--- src/rtl/c1541_sd_pkg.sv ---
// Shared types and constants for the c1541 SD channel arbiter.
package c1541_sd_pkg;

  typedef enum logic [1:0] {
    SA_IDLE,
    SA_REQ,
    SA_XFER,
    SA_DONE
  } sa_state_e;

  localparam int SD_LBA_W  = 32;
  localparam int SD_ADDR_W = 9;
  localparam int SD_DATA_W = 8;

  // Increment modulo n, used for the round-robin pointer.
  function automatic int sd_wrap_inc(input int v, input int n);
    return (v + 1 >= n) ? 0 : v + 1;
  endfunction

endpackage

--- src/rtl/c1541_rr_pick.sv ---
// Combinational round-robin finder: returns the first set pending bit
// at or after the pointer, wrapping around, plus a valid flag.
module c1541_rr_pick #(
  parameter int N  = 2,
  parameter int PW = 1
) (
  input  logic [N-1:0]  pending_i,
  input  logic [PW-1:0] ptr_i,
  output logic [PW-1:0] idx_o,
  output logic          valid_o
);

  // Rotate so that bit 0 corresponds to the pointer position.
  logic [N-1:0] rot;
  assign rot     = N'({pending_i, pending_i} >> ptr_i);
  assign valid_o = |pending_i;

  // Scan from the far end so the smallest offset from the pointer wins.
  always_comb begin
    idx_o = '0;
    for (int k = N - 1; k >= 0; k--) begin
      if (rot[k]) begin
        idx_o = PW'((int'(ptr_i) + k) % N);
      end
    end
  end

endmodule

--- src/rtl/c1541_sd_arbiter.sv ---
// Shares one host SD block channel between several c1541 track blocks.
// Requests are serialised round-robin; ack and buffer strobes are routed
// only to the granted client; a stuck host is released by a timeout.
module c1541_sd_arbiter
  import c1541_sd_pkg::*;
#(
  parameter int NUM_CLIENTS = 2,
  parameter int TIMEOUT_W   = 24
) (
  input  logic                              sd_clk,
  input  logic                              reset,
  input  logic [SD_LBA_W*NUM_CLIENTS-1:0]   cl_lba,
  input  logic [NUM_CLIENTS-1:0]            cl_rd,
  input  logic [NUM_CLIENTS-1:0]            cl_wr,
  output logic [NUM_CLIENTS-1:0]            cl_ack,
  input  logic [SD_DATA_W*NUM_CLIENTS-1:0]  cl_buff_din,
  output logic [NUM_CLIENTS-1:0]            cl_buff_wr,
  output logic [SD_ADDR_W-1:0]              cl_buff_addr,
  output logic [SD_DATA_W-1:0]              cl_buff_dout,
  output logic [SD_LBA_W-1:0]               host_lba,
  output logic [1:0]                        host_id,
  output logic                              host_rd,
  output logic                              host_wr,
  input  logic                              host_ack,
  input  logic [SD_ADDR_W-1:0]              host_buff_addr,
  input  logic [SD_DATA_W-1:0]              host_buff_dout,
  output logic [SD_DATA_W-1:0]              host_buff_din,
  input  logic                              host_buff_wr,
  output logic                              timeout_err
);

  localparam int PW = (NUM_CLIENTS > 1) ? $clog2(NUM_CLIENTS) : 1;

  sa_state_e              state_q, state_d;
  logic [PW-1:0]          grant_q, grant_d;
  logic [PW-1:0]          ptr_q, ptr_d;
  logic [TIMEOUT_W-1:0]   cnt_q, cnt_d;
  logic [NUM_CLIENTS-1:0] rd_q, wr_q;
  logic [SD_LBA_W-1:0]    host_lba_q, host_lba_d;
  logic [1:0]             host_id_q, host_id_d;
  logic                   host_rd_q, host_rd_d;
  logic                   host_wr_q, host_wr_d;
  logic                   timeout_q, timeout_d;

  logic [PW-1:0]          pick_idx;
  logic                   pick_valid;
  logic [SD_LBA_W-1:0]    pick_lba;
  logic                   pick_wr;
  logic [TIMEOUT_W-1:0]   cnt_inc;
  logic                   timeout_hit;
  logic [PW-1:0]          ptr_next;

  c1541_rr_pick #(
    .N  (NUM_CLIENTS),
    .PW (PW)
  ) u_pick (
    .pending_i (rd_q | wr_q),
    .ptr_i     (ptr_q),
    .idx_o     (pick_idx),
    .valid_o   (pick_valid)
  );

  // Counter saturates at all-ones; reaching all-ones ends the request.
  assign cnt_inc     = (&cnt_q) ? cnt_q : cnt_q + 1'b1;
  assign timeout_hit = &cnt_inc;
  assign ptr_next    = PW'(sd_wrap_inc(int'(grant_q), NUM_CLIENTS));

  // Select LBA and write flag of the client the picker chose.
  always_comb begin
    pick_lba = '0;
    pick_wr  = 1'b0;
    for (int i = 0; i < NUM_CLIENTS; i++) begin
      if (pick_idx == PW'(i)) begin
        pick_lba = cl_lba[SD_LBA_W*i +: SD_LBA_W];
        pick_wr  = wr_q[i];
      end
    end
  end

  // State and registered outputs; client request levels get one register stage.
  always_ff @(posedge sd_clk) begin
    if (reset) begin
      state_q    <= SA_IDLE;
      grant_q    <= '0;
      ptr_q      <= '0;
      cnt_q      <= '0;
      rd_q       <= '0;
      wr_q       <= '0;
      host_lba_q <= '0;
      host_id_q  <= '0;
      host_rd_q  <= 1'b0;
      host_wr_q  <= 1'b0;
      timeout_q  <= 1'b0;
    end else begin
      state_q    <= state_d;
      grant_q    <= grant_d;
      ptr_q      <= ptr_d;
      cnt_q      <= cnt_d;
      rd_q       <= cl_rd;
      wr_q       <= cl_wr;
      host_lba_q <= host_lba_d;
      host_id_q  <= host_id_d;
      host_rd_q  <= host_rd_d;
      host_wr_q  <= host_wr_d;
      timeout_q  <= timeout_d;
    end
  end

  // Next-state decision; host ack takes priority over the timeout in REQ.
  always_comb begin
    state_d = state_q;
    case (state_q)
      SA_IDLE: if (pick_valid) state_d = SA_REQ;
      SA_REQ: begin
        if (host_ack)         state_d = SA_XFER;
        else if (timeout_hit) state_d = SA_IDLE;
      end
      SA_XFER: if (!host_ack) state_d = SA_DONE;
      SA_DONE: state_d = SA_IDLE;
      default: state_d = SA_IDLE;
    endcase
  end

  // Next values of grant, pointer, timeout counter and host request outputs.
  always_comb begin
    grant_d    = grant_q;
    ptr_d      = ptr_q;
    cnt_d      = '0;
    host_lba_d = host_lba_q;
    host_id_d  = host_id_q;
    host_rd_d  = host_rd_q;
    host_wr_d  = host_wr_q;
    timeout_d  = 1'b0;
    case (state_q)
      SA_IDLE: begin
        if (pick_valid) begin
          grant_d    = pick_idx;
          host_lba_d = pick_lba;
          host_id_d  = 2'(pick_idx);
          host_wr_d  = pick_wr;
          host_rd_d  = ~pick_wr;
        end
      end
      SA_REQ: begin
        if (host_ack) begin
          host_rd_d = 1'b0;
          host_wr_d = 1'b0;
        end else if (timeout_hit) begin
          host_rd_d = 1'b0;
          host_wr_d = 1'b0;
          timeout_d = 1'b1;
          ptr_d     = ptr_next;
        end else begin
          cnt_d = cnt_inc;
        end
      end
      SA_DONE: ptr_d = ptr_next;
      default: ;
    endcase
  end

  // Route host ack and write strobe to the granted client only, during XFER.
  always_comb begin
    cl_ack        = '0;
    cl_buff_wr    = '0;
    host_buff_din = '0;
    for (int i = 0; i < NUM_CLIENTS; i++) begin
      if (grant_q == PW'(i)) begin
        cl_ack[i]     = (state_q == SA_XFER) & host_ack;
        cl_buff_wr[i] = (state_q == SA_XFER) & host_buff_wr;
        host_buff_din = cl_buff_din[SD_DATA_W*i +: SD_DATA_W];
      end
    end
  end

  assign cl_buff_addr = host_buff_addr;
  assign cl_buff_dout = host_buff_dout;
  assign host_lba     = host_lba_q;
  assign host_id      = host_id_q;
  assign host_rd      = host_rd_q;
  assign host_wr      = host_wr_q;
  assign timeout_err  = timeout_q;

endmodule

--- config.mk ---
export PLATFORM = sky130hd
export DESIGN_NAME = c1541_sd_arbiter
export DESIGN_NICKNAME = d
export VERILOG_FILES = /design/src/rtl/c1541_sd_pkg.sv /design/src/rtl/c1541_rr_pick.sv /design/src/rtl/c1541_sd_arbiter.sv
export SDC_FILE = /design/constraint.sdc
export NUM_CORES = 1
export LEC_CHECK = 0
export BUFFER_PORTS_ARGS = -buffer_cell sky130_fd_sc_hd__buf_2
export CAP_MARGIN = 25
export CORE_ASPECT_RATIO = 1.2
export CORE_MARGIN = 3
export CORE_UTILIZATION = 43
export DETAILED_ROUTE_END_ITERATION = 7
export GPL_TIMING_DRIVEN = 1
export PLACE_DENSITY = 0.75
export REMOVE_ABC_BUFFERS = 1
export SLEW_MARGIN = 10
export SYNTH_ARGS = -nofsm -noshare
export SYNTH_HDL_FRONTEND = slang
export SYNTH_HIERARCHICAL = 1
export SYNTH_SLANG_ARGS = --single-unit
--- constraint.sdc ---
create_clock -name sd_clk -period 4.42 [get_ports sd_clk]
set_input_delay 0.663 -clock sd_clk [delete_from_list [all_inputs] [get_ports sd_clk]]
set_output_delay 0.663 -clock sd_clk [all_outputs]
set_load 0.1 [all_outputs]
### Word-level counts from Yosys, hierarchy flattened

Index checks and enable logic that the tools add are counted.

| word-level totals | value |
|---|---|
| register bits after elaboration | 67 |
| input port bits | 105 |
| logic and storage cells | 66 |

| operators by class | value |
|---|---|
| add/subtract/negate cells | 3 |
| $lt $le $gt $ge | 1 |
| eq/ne operators | 8 |
| shifts and indexed selects | 1 |
| mux-type cells | 26 |
| bitwise logic cells | 5 |
| reduce and logical (&&, ||, !) cells | 12 |

Operators by type and width:

| kind | number |
|---|---|
| $reduce_and A24 Y1 | 2 |
| $mux W32 | 1 |
| $add A24 B1 Y24 const B | 1 |
| $mux W24 | 1 |
| $mux W1 | 15 |
| $reduce_and A3 Y1 | 3 |
| $mux W2 | 4 |
| $mux W8 | 1 |
| $ne A2 B2 Y1 const B | 4 |
| $pmux W2 S4 | 1 |
| $pmux W1 S2 | 3 |
| $eq A2 B2 Y1 const B | 2 |
| $reduce_bool A2 Y1 | 2 |
| $reduce_or A4 Y1 | 1 |
| $shr A4 B1 Y2 | 1 |
| $ne A3 B3 Y1 const B | 1 |
| $reduce_or A3 Y1 | 1 |
| $add A1 B1 Y2 const B | 1 |
| $and A1 B1 Y1 | 2 |
| $eq A2 B1 Y1 const B | 1 |
| $ge A2 B2 Y1 const B | 1 |
| $logic_not A2 Y1 | 1 |
| $not A1 Y1 | 2 |
| $or A2 B2 Y2 | 1 |
| other kinds (3) | 3 |

### Depth between registers and ports, before layout

Gate-level depths: netlist of the first run.

| logic depth | value |
|---|---|
| depth after elaboration | 8 |
| depth in mapped cells | 12 |
| gate-level depth less buffers | 9 |

### Cells and area by module

Netlist of the first run, hierarchy kept.

By module, submodules not included:

| module | times used | cells each | area each (um2) | seq. area each (um2) |
|---|---|---|---|---|
| c1541_sd_arbiter | 1 | 426 | 3638.5 | 1341.3 |
| c1541_rr_pick | 1 | 3 | 17.5 | 0.0 |

### Worst setup path after synthesis of the first run

No wires, ideal clock.

| timing path | value |
|---|---|
| kind | reg2reg |
| start | reg cnt_q[1] |
| end | reg cnt_q[23] |
| library setup time | 131 ps |
| data arrival time | 3134 ps |
| data required time | 4289 ps |
| setup slack | 1154 ps |
| cell stages (with the launch flop) | 13 |
| buffers on the path | 3 |
| period minus slack after synthesis | 3266 ps |
| cells stage by stage | dfxtp_1 -> ha_1 -> buf_4 -> and4_1 -> buf_4 -> a31oi_1 -> or4b_1 -> or4_1 -> or4_1 -> or4_4 -> nand2_4 -> buf_6 -> a311oi_1 |

| on the way | value |
|---|---|
| word-level cells in the longest chain between the ends | 4 |
| elaborated cells on any way between the ends | 5 |
| classes of those cells | 1 x add/sub; 1 x mux; 3 x reduce/logical |

RTL lines:

| item | line | source |
|---|---|---|
| start, declared | c1541_sd_arbiter.sv:37 | `logic [TIMEOUT_W-1:0] cnt_q, cnt_d;` |
| start signal, assigned | c1541_sd_arbiter.sv:98 | `cnt_q <= cnt_d;` |
| $add A24 B1 Y24 / $reduce_and A24 Y1 (equally long branches) | c1541_sd_arbiter.sv:64 | `assign cnt_inc = (&cnt_q) ? cnt_q : cnt_q + 1'b1;` |
| $mux W24 * | c1541_sd_arbiter.sv:64 |  |
| $reduce_and A24 Y1 | c1541_sd_arbiter.sv:65 | `assign timeout_hit = &cnt_inc;` |
| $reduce_or A4 Y1 (no line) | n/a |  |

Every way passes the cells marked *; elsewhere a longest branch is shown, timed or not.
A chain may end at the register's enable or synchronous reset.

### Final worst setup path of the first run

| timing path | value |
|---|---|
| start | reg cnt_q[0] |
| end | reg cnt_q[16] |

The elaborated chain is that of the path after synthesis.

==> flow_summary.toml, run 1 <==
[run_status]
outcome = "finished clean"

[pwr]
p_per_area_nw_per_um2 = 418
power.static_leakage_nw = 1.82
vdd.ir_drop.worst_uv = 327
fin_total_pwr_w = 0.00185
p_int_w = 0.00106
power_frac_seq_pct = 37.1
swShare_pct = 42.5
clkPwrFrac_pct = 27.6
p_sw_w = 0.000788
comb_power_share_pct = 35.2

[cts]
htree_levels = 3
ctsResizeCount = 0
cts_hold_buf = 0
numCtsBuffers = 9
tritoncts = "built"
cts_sinks = 67
post_cts_buffers = 0
cts_buffer_depth = 2
root_buffer = "clkbuf_8"
clk_latency_ns = 0.35
path_clk_slew_ns = 0.07

[place]
place_area_um2 = 4230
dpl.hpwl_um = 7250
gp_congestion = 0.919
port_buffers = 135

[logic_synthesis]
netlist_area_um2 = 3660
muxShareOfSynthArea_pct = 12.0
synthSimpleGateAreaFrac_pct = 25.0
yosys_most_used_dff = "dfxtp_1"
synth_area_leaders = "dfxtp_1 37%, mux2i_1 9.6%, a211oi_1 8.2%"
yosysUniqueCellTypes = 53
synth_fa_ha_area_share_pct = 0.342
synth_top_area_share_pct = 36.7
yosysSeqAreaShare_pct = 36.7
synth_xor_area_share_pct = 2.16
synth_compound_area_share_pct = 15.3
synth_top_family_by_area = "simple AND/OR/NAND/NOR gates"
avgSynthCellArea_um2 = 8.52
yosysTopAreaCell = "dfxtp_1"
ys_warn_count = 6
async_flop_share_pct = 0
synth_edf_count = 0
syn_inst = 429
synth_seq_cells = 67

[critical_path]
r2r-end = "cnt_q[16]"
crit_end = "cnt_q[16]"
crit_start = "cnt_q[0]"
start_kind = "flip-flop"
regToRegStartpoint = "cnt_q[0]"
critical_path_class = "flip-flop to flip-flop"
worst_ep_arrival_time_ns = 3.96
cp-end-kind = "flip-flop"
worstPathRequired_ns = 4.65
crit_path_max_fanout = 22
reg2reg_slack_ns = 0.69
rr_worst_depth = 9

[drt]
ant_nets = 0
drt-initial-drc-count = 208
drc = 0
vias = 3488
dr.pass1.iters = 5
routed_wl_um = 9360
wl_per_cell_um = 14.4
via_per_inst = 5.37

[global_route]
grt_max_degree = 69
grt_pass1_wl_um = 15300
grt_usage_pct = 19.3
antenna_found_initial = 0
grt_overflow = 0
grt_pass1_vias = 3225

[die]
die_h_um = 107
die_area_um2 = 9650
fp-row-count = 36
die_x_um = 90.2
num_io_pins = 171
start_util_pct = 44.6
core_area_um2 = 8200

[timing]
finalSetupTns_ns = 0
skew_ns = 0.00758
worst_slew_pin_slew_ns = 0.658
setup_viol_count_final = 0
finalCritPeriodShare_pct = 84.4
rsz0062_at_grt = "false"
fmax_mhz = 268
slew_headroom_pct = 55.0
drv_slew = 0
timing.hold.ws_ns = 0.497
hold_viol = 0
fin_crit_ns = 3.73

[final_layout]
fin_area_um2 = 4430
final_nets = 637
layout_common_cells = "135 x buf_2, 73 x nor2_1, 67 x dfxtp_1"
final_core_util_pct = 54.1
area_growth_pct = 21.3
diodes = 0
final_common_cell = "buf_2"
drive_gt1_share_pct = 32.3

[job]
maxCapViolCount = 0

[hold_path]
hold_class = "flip-flop to flip-flop"
[cells in the mapped netlist (2+ instances only)]
library cell	count
buf_4	23
nor3b_1	5
buf_2	2
nor4_1	5
clkbuf_1	16
nor2b_1	5
nand3b_1	2
or4_1	4
nor3_1	9
and3_1	9
dfxtp_1	67
clkbuf_2	2
o21bai_1	2
nand4b_1	2
xnor2_1	6
inv_1	6
or2_2	4
buf_1	2
a21oi_1	10
buf_6	2
mux2_2	8
xor2_1	3
a21o_1	2
o21ai_0	6
nor2_1	73
or4b_1	2
nand3_1	13
nand2_1	22
nand4_1	9
a31oi_1	5
nand2b_1	3
a211oi_1	40
and4_1	6
mux2i_1	35
[critical path: stages (launching register included)]
cell and delay, ns:
dfxtp_1 0.49, ha_1 0.35, and4_1 0.38, a31oi_1 0.13
or4b_1 0.57, or4_1 0.48, or4_1 0.41, or4_4 0.47
nand2_4 0.23, nor3_1 0.09
[layer usage]
metal  up-vias  part of all wire (%)  track usage (%)
met2       184                    47             31.9
met3        12                    11             9.33
met4         2                   1.0             5.03
met1      1546                    40             22.1
li1       1744                     -                -
met5         -                  0.58             4.44
[metrics by stage]
step           setup slack (ns)  std cells
2_1_floorplan            -0.254        382
3_3_place_gp              0.859        634
3_5_place_dp              0.712        634
4_1_cts                   0.706        650
5_1_grt                   0.425        650
6_report                  0.688        650
[sequential cells by signal, indices dropped and copies added (netlist names), named ones only]
name,cells
cnt_q,24
state_q,1
host_lba,32
timeout_err,1
host_wr,1
host_id,1
ptr_q,1
host_rd,1
wr_q,2
rd_q,2
[cell families after synthesis]
group,after synthesis
buffers and inverters,53
DFF,67
xor gates and xnor gates,9
adders and majority gates,1
AOI/OAI and AO/OA,77
and+or+nand+nor,178
other,1
muxes,43
[area by class of cell]
type	count	area [um2]
Fill cell	776	3760
Multi-Input combinational cell	309	2030
Sequential cell	67	1340
Timing Repair Buffer	138	698
Tap cell	114	143
Clock buffer	10	138
Clock inverter	6	65.1
Inverter	6	22.5
[power groups by stage]
stage	clock, W	sequential (W)	combinational (W)
floorplan	0	0.00103	0.000210
global placement	0	0.000698	0.000649
detailed placement	0	0.000699	0.000656
CTS	0.000525	0.000687	0.000656
global route	0.000554	0.000693	0.000689
finish	0.000512	0.000688	0.000652
[worst min path at each step]
stage | from | to | slack, ns | depth (start not counted)
CTS | host_lba[2] | host_lba[2] | 0.50 | 2
floorplan | ptr_q | ptr_q | 0.46 | 2
detailed placement | host_lba[28] | host_lba[28] | 0.49 | 2
finish | host_lba[2] | host_lba[2] | 0.50 | 2
global placement | ptr_q | ptr_q | 0.48 | 2
global route | cl_rd[0] | rd_q[0] | 0.52 | 2
Note: power is estimated with default switching activity, not from simulation.
==> inputs of run 2 (changes only) <==
- clock period: 4.42 -> 3.6 ns (I/O delays scaled with it)
==> flow_summary.toml, run 2 (synthesized netlist as in run 1, its figures left out) <==
[run_status]
outcome = "finished clean"

[cts]
ctsResizeCount = 0
cts_buffer_depth = 2
htree_levels = 3
tritoncts = "built"
post_cts_buffers = 0
root_buffer = "clkbuf_8"
path_clk_slew_ns = 0.08
clk_latency_ns = 0.35
numCtsBuffers = 9
cts_sinks = 67
cts_hold_buf = 0

[critical_path]
crit_family = "simple AND/OR/NAND/NOR gates"
slowest_delay_ns = 0.56
crit_path_max_fanout = 22
cpMostUsedCell = "or4_1"
worst_path_max_delay_cell = "or4b_1"
worst_ep_arrival_time_ns = 3.60
crit_chain = "ha_2 > and4_1 > a31oi_1 > or4b_1 > or4_1 > or4_1 > or4_4 > nand2_8 > a211oi_1"
start_kind = "flip-flop"
worstPathRequired_ns = 3.82
critical_path_class = "flip-flop to flip-flop"
crit_buf_inv = 0
cp-end-kind = "flip-flop"

[die]
start_util_pct = 44.6
core_area_um2 = 8200
num_io_pins = 171
die_h_um = 107
die_area_um2 = 9650
die_x_um = 90.2
fp-row-count = 36

[final_layout]
largest_reg_flops = 32
area_growth_pct = 22.6
fillerInstances = 792
drive_gt1_share_pct = 33.6
final_nets = 645
layout_common_cells = "135 x buf_2, 73 x nor2_1, 67 x dfxtp_1"
final_common_cell = "buf_2"
final_core_util_pct = 54.7
fin_area_um2 = 4480
diodes = 0

[place]
dpl.hpwl_um = 7540
place_ws_ns = 0.125
gp_congestion = 0.918
place_area_um2 = 4290
port_buffers = 135

[pwr]
vdd.ir_drop.worst_uv = 354
power.static_leakage_nw = 1.84
p_per_area_nw_per_um2 = 491

[hold_path]
hold_class = "input pin to flip-flop"

[timing]
layout_setup_ws_ns = 0.220
drv_slew = 0
timing.hold.ws_ns = 0.414
skew_ns = 0.0149
slew_headroom_pct = 50.0
worst_slew_pin_slew_ns = 0.745
setup_viol_count_final = 0
fin_crit_ns = 3.38
hold_viol = 0
finalCritPeriodShare_pct = 93.9
rsz0062_at_grt = "false"
fmax_mhz = 296

[job]
maxCapViolCount = 0

[drt]
drt-initial-drc-count = 179
wl_per_cell_um = 14.5
vias = 3516
dr.pass1.iters = 4
routed_wl_um = 9560
ant_nets = 0
via_per_inst = 5.34
drc = 0

[global_route]
grt_max_degree = 69
grt_usage_pct = 19.9
grt_pass1_wl_um = 15600
grt_overflow = 0
grt_pass1_vias = 3332
antenna_found_initial = 0
==> run 2: cell count changes in the layout (fill, tap and decap cells not counted), sizes merged <==
| cell | change |
|---|---|
| clkinv | -1 |
| inv | +2 |
| bufinv | -1 |
| clkbuf | -1 |
| clkinvlp | +1 |
| buf | +8 |
==> run 2: cell type report <==
class,count,area [um2],share of cell area (%)
clock inverters,7,51.3,1.14
repair buffers,146,758,16.9
well taps,114,143,3.18
multi-input cells,309,2040,45.6
flip-flops and latches,67,1340,29.9
inverters,6,22.5,0.502
clock buffers,9,124,2.76
==> run 2: final timing paths <==
path / slack (ns) / cells after the start / to / startpoint
setup / recovery: 0.22 / 9 / cnt_q[4] / cnt_q[1]
hold / removal: 0.41 / 2 / wr_q[0] / cl_wr[0]
setup reg to reg: 0.22 / 9 / cnt_q[4] / cnt_q[1]
hold reg to reg: 0.50 / 2 / ptr_q / ptr_q
==> run 2: through the flow <==
stage,total power (W),TNS (ns),std cells
finish,0.00220,0,658
global route,0.00231,0,658
CTS,0.00222,0,658
detailed placement,0.00166,0,642
global placement,0.00165,0,642
floorplan,0.00152,-37.35,382
==> run 2: routing by layer <==
metal  GRT usage, %  wire length [um]  vias up
li1               -                 -     1759
met1           21.8              3770     1573
met2           33.0              4520      167
met3           9.12               987       15
met4           7.77               221        2
met5           5.00                56        -
==> run 2: where the power goes <==
| part | internal (W) | switching [W] |
|---|---|---|
| registers | 0.000804 | 0.0000376 |
| clock network | 0.000253 | 0.000303 |
| logic | 0.000165 | 0.000638 |
| total | 0.00122 | 0.000979 |
==> inputs of run 3 (changes only) <==
- clock period: 3.6 -> 3.23 ns (I/O delays scaled with it)
==> flow_summary.toml, run 3 (synthesized netlist as in run 1, its figures left out) <==
[place]
dpl.hpwl_um = 7860
gp_congestion = 0.978
place_inst = 661
place_area_um2 = 4430
port_buffers = 135

[die]
die_h_um = 107
start_util_pct = 44.6
die_area_um2 = 9650
fp-row-count = 36
core_area_um2 = 8200
num_io_pins = 171
die_x_um = 90.2

[cts]
root_buffer = "clkbuf_8"
clk_latency_ns = 0.34
tritoncts = "built"
cts_buffer_depth = 2
cts_sinks = 67
numCtsBuffers = 9
path_clk_slew_ns = 0.08
htree_levels = 3

[final_layout]
diodes = 0
area_growth_pct = 28.5
fillerInstances = 746
largest_reg_flops = 32
final_nets = 665
drive_gt1_share_pct = 36.4
layout_common_cells = "135 x buf_2, 73 x nor2_1, 66 x dfxtp_1"
final_core_util_pct = 57.3
final_cells = 677
fin_area_um2 = 4700
final_common_cell = "buf_2"

[timing]
hold_viol = 0
drv_slew = 0
slew_headroom_pct = 9.68
fmax_mhz = 316
worst_slew_pin_slew_ns = 1.34
skew_ns = 0.0132
rsz0062_at_grt = "true"
finalCritPeriodShare_pct = 97.8
setup_viol_count_final = 0
fin_crit_ns = 3.16

[critical_path]
worst_path_max_delay_cell = "nor4_1"
start_kind = "flip-flop"
crit_chain = "nand4_1 > nor4_1 > nor2_1 > or2_2 > or4_1 > or4_4 > nand2_8 > a211oi_1"
slowest_delay_ns = 0.71
crit_family = "simple AND/OR/NAND/NOR gates"
cp-end-kind = "flip-flop"
worstPathRequired_ns = 3.44
critical_path_class = "flip-flop to flip-flop"
worst_ep_arrival_time_ns = 3.37
crit_buf_inv = 0
crit_path_max_fanout = 11
reg2reg_slack_ns = 0.07

[global_route]
antenna_found_initial = 0
grt_pass1_wl_um = 16700
grt_overflow = 0
grt_pass1_vias = 3658
grt_usage_pct = 21.1
grt_max_degree = 69

[drt]
wl_per_cell_um = 15.3
dr.pass1.iters = 4
vias = 3630
ant_nets = 0
drc = 0
routed_wl_um = 10400
via_per_inst = 5.36
drt-initial-drc-count = 170

[pwr]
power.static_leakage_nw = 1.96
vdd.ir_drop.worst_uv = 407
p_per_area_nw_per_um2 = 556
fin_total_pwr_w = 0.00261

[job]
maxCapViolCount = 0

[hold_path]
hold_class = "input pin to flip-flop"

[run_status]
outcome = "finished clean"
[run 3: cell count changes in the layout (fill, tap and decap cells not counted), sizes merged]
cell	delta
clkinvlp	+1
bufinv	+2
clkinv	-2
nand2	+1
inv	-2
buf	+19
[run 3: power breakdown]
part           leakage [nW]  switching, W  total, W  internal (W)
Combinational          1.32      0.000719  0.000904      0.000186
Sequential            0.550     0.0000434  0.000940      0.000897
Clock                0.0975      0.000335  0.000766      0.000431
[run 3: layer usage]
layer  wire length, um  track usage (%)
met5                54             4.44
met2              4940             35.5
met4               233             7.11
met3               935             8.56
met1              4190             23.9
[run 3: cell type report]
cell class | instances | area [um2] | area share [%]
clock buffer | 9 | 124 | 2.64
inverter | 6 | 22.5 | 0.479
clock inverter | 6 | 91.3 | 1.94
timing repair buffer | 165 | 901 | 19.2
multi-input combinational | 310 | 2070 | 44.2
sequential | 67 | 1340 | 28.6
tap | 114 | 143 | 3.04
[run 3: path summary, 6_finish.rpt]
check	startpoint	end	cells past startpoint
max	cnt_q[6]	cnt_q[5]	8
min	cl_wr[0]	wr_q[0]	2
max reg2reg	cnt_q[6]	cnt_q[5]	8
min reg2reg	host_lba[1]	host_lba[1]	2
[run 3: worst register-to-register path, delay by kind of cell (launching register included)]
| family | cells | cell delay [ns] |
|---|---|---|
| flip-flops | 1 | 0.43 |
| AO/OA/AOI/OAI | 1 | 0.07 |
| AND/OR/NAND/NOR | 7 | 2.51 |
[run 3: timing repair]
action                                  CTS  global route
resized for setup                         1             6
buffers inserted                          0             0
pin swaps                                 0             0
cloned                                    0             1
hold buffers                              0             0
endpoints found under the setup margin    1            23
[run 3: stage by stage]
| stage | setup slack (ns) | hold WS (ns) | setup TNS [ns] |
|---|---|---|---|
| final | 0.0700 | 0.360 | 0 |
| after CTS | 0.0578 | 0.351 | 0 |
| after global routing | -0.0275 | 0.367 | -0.0756 |
| after floorplan | -1.44 | 0.460 | -51.94 |
| after detailed placement | 0.0282 | 0.490 | 0 |
| after global placement | 0.115 | 0.484 | 0 |
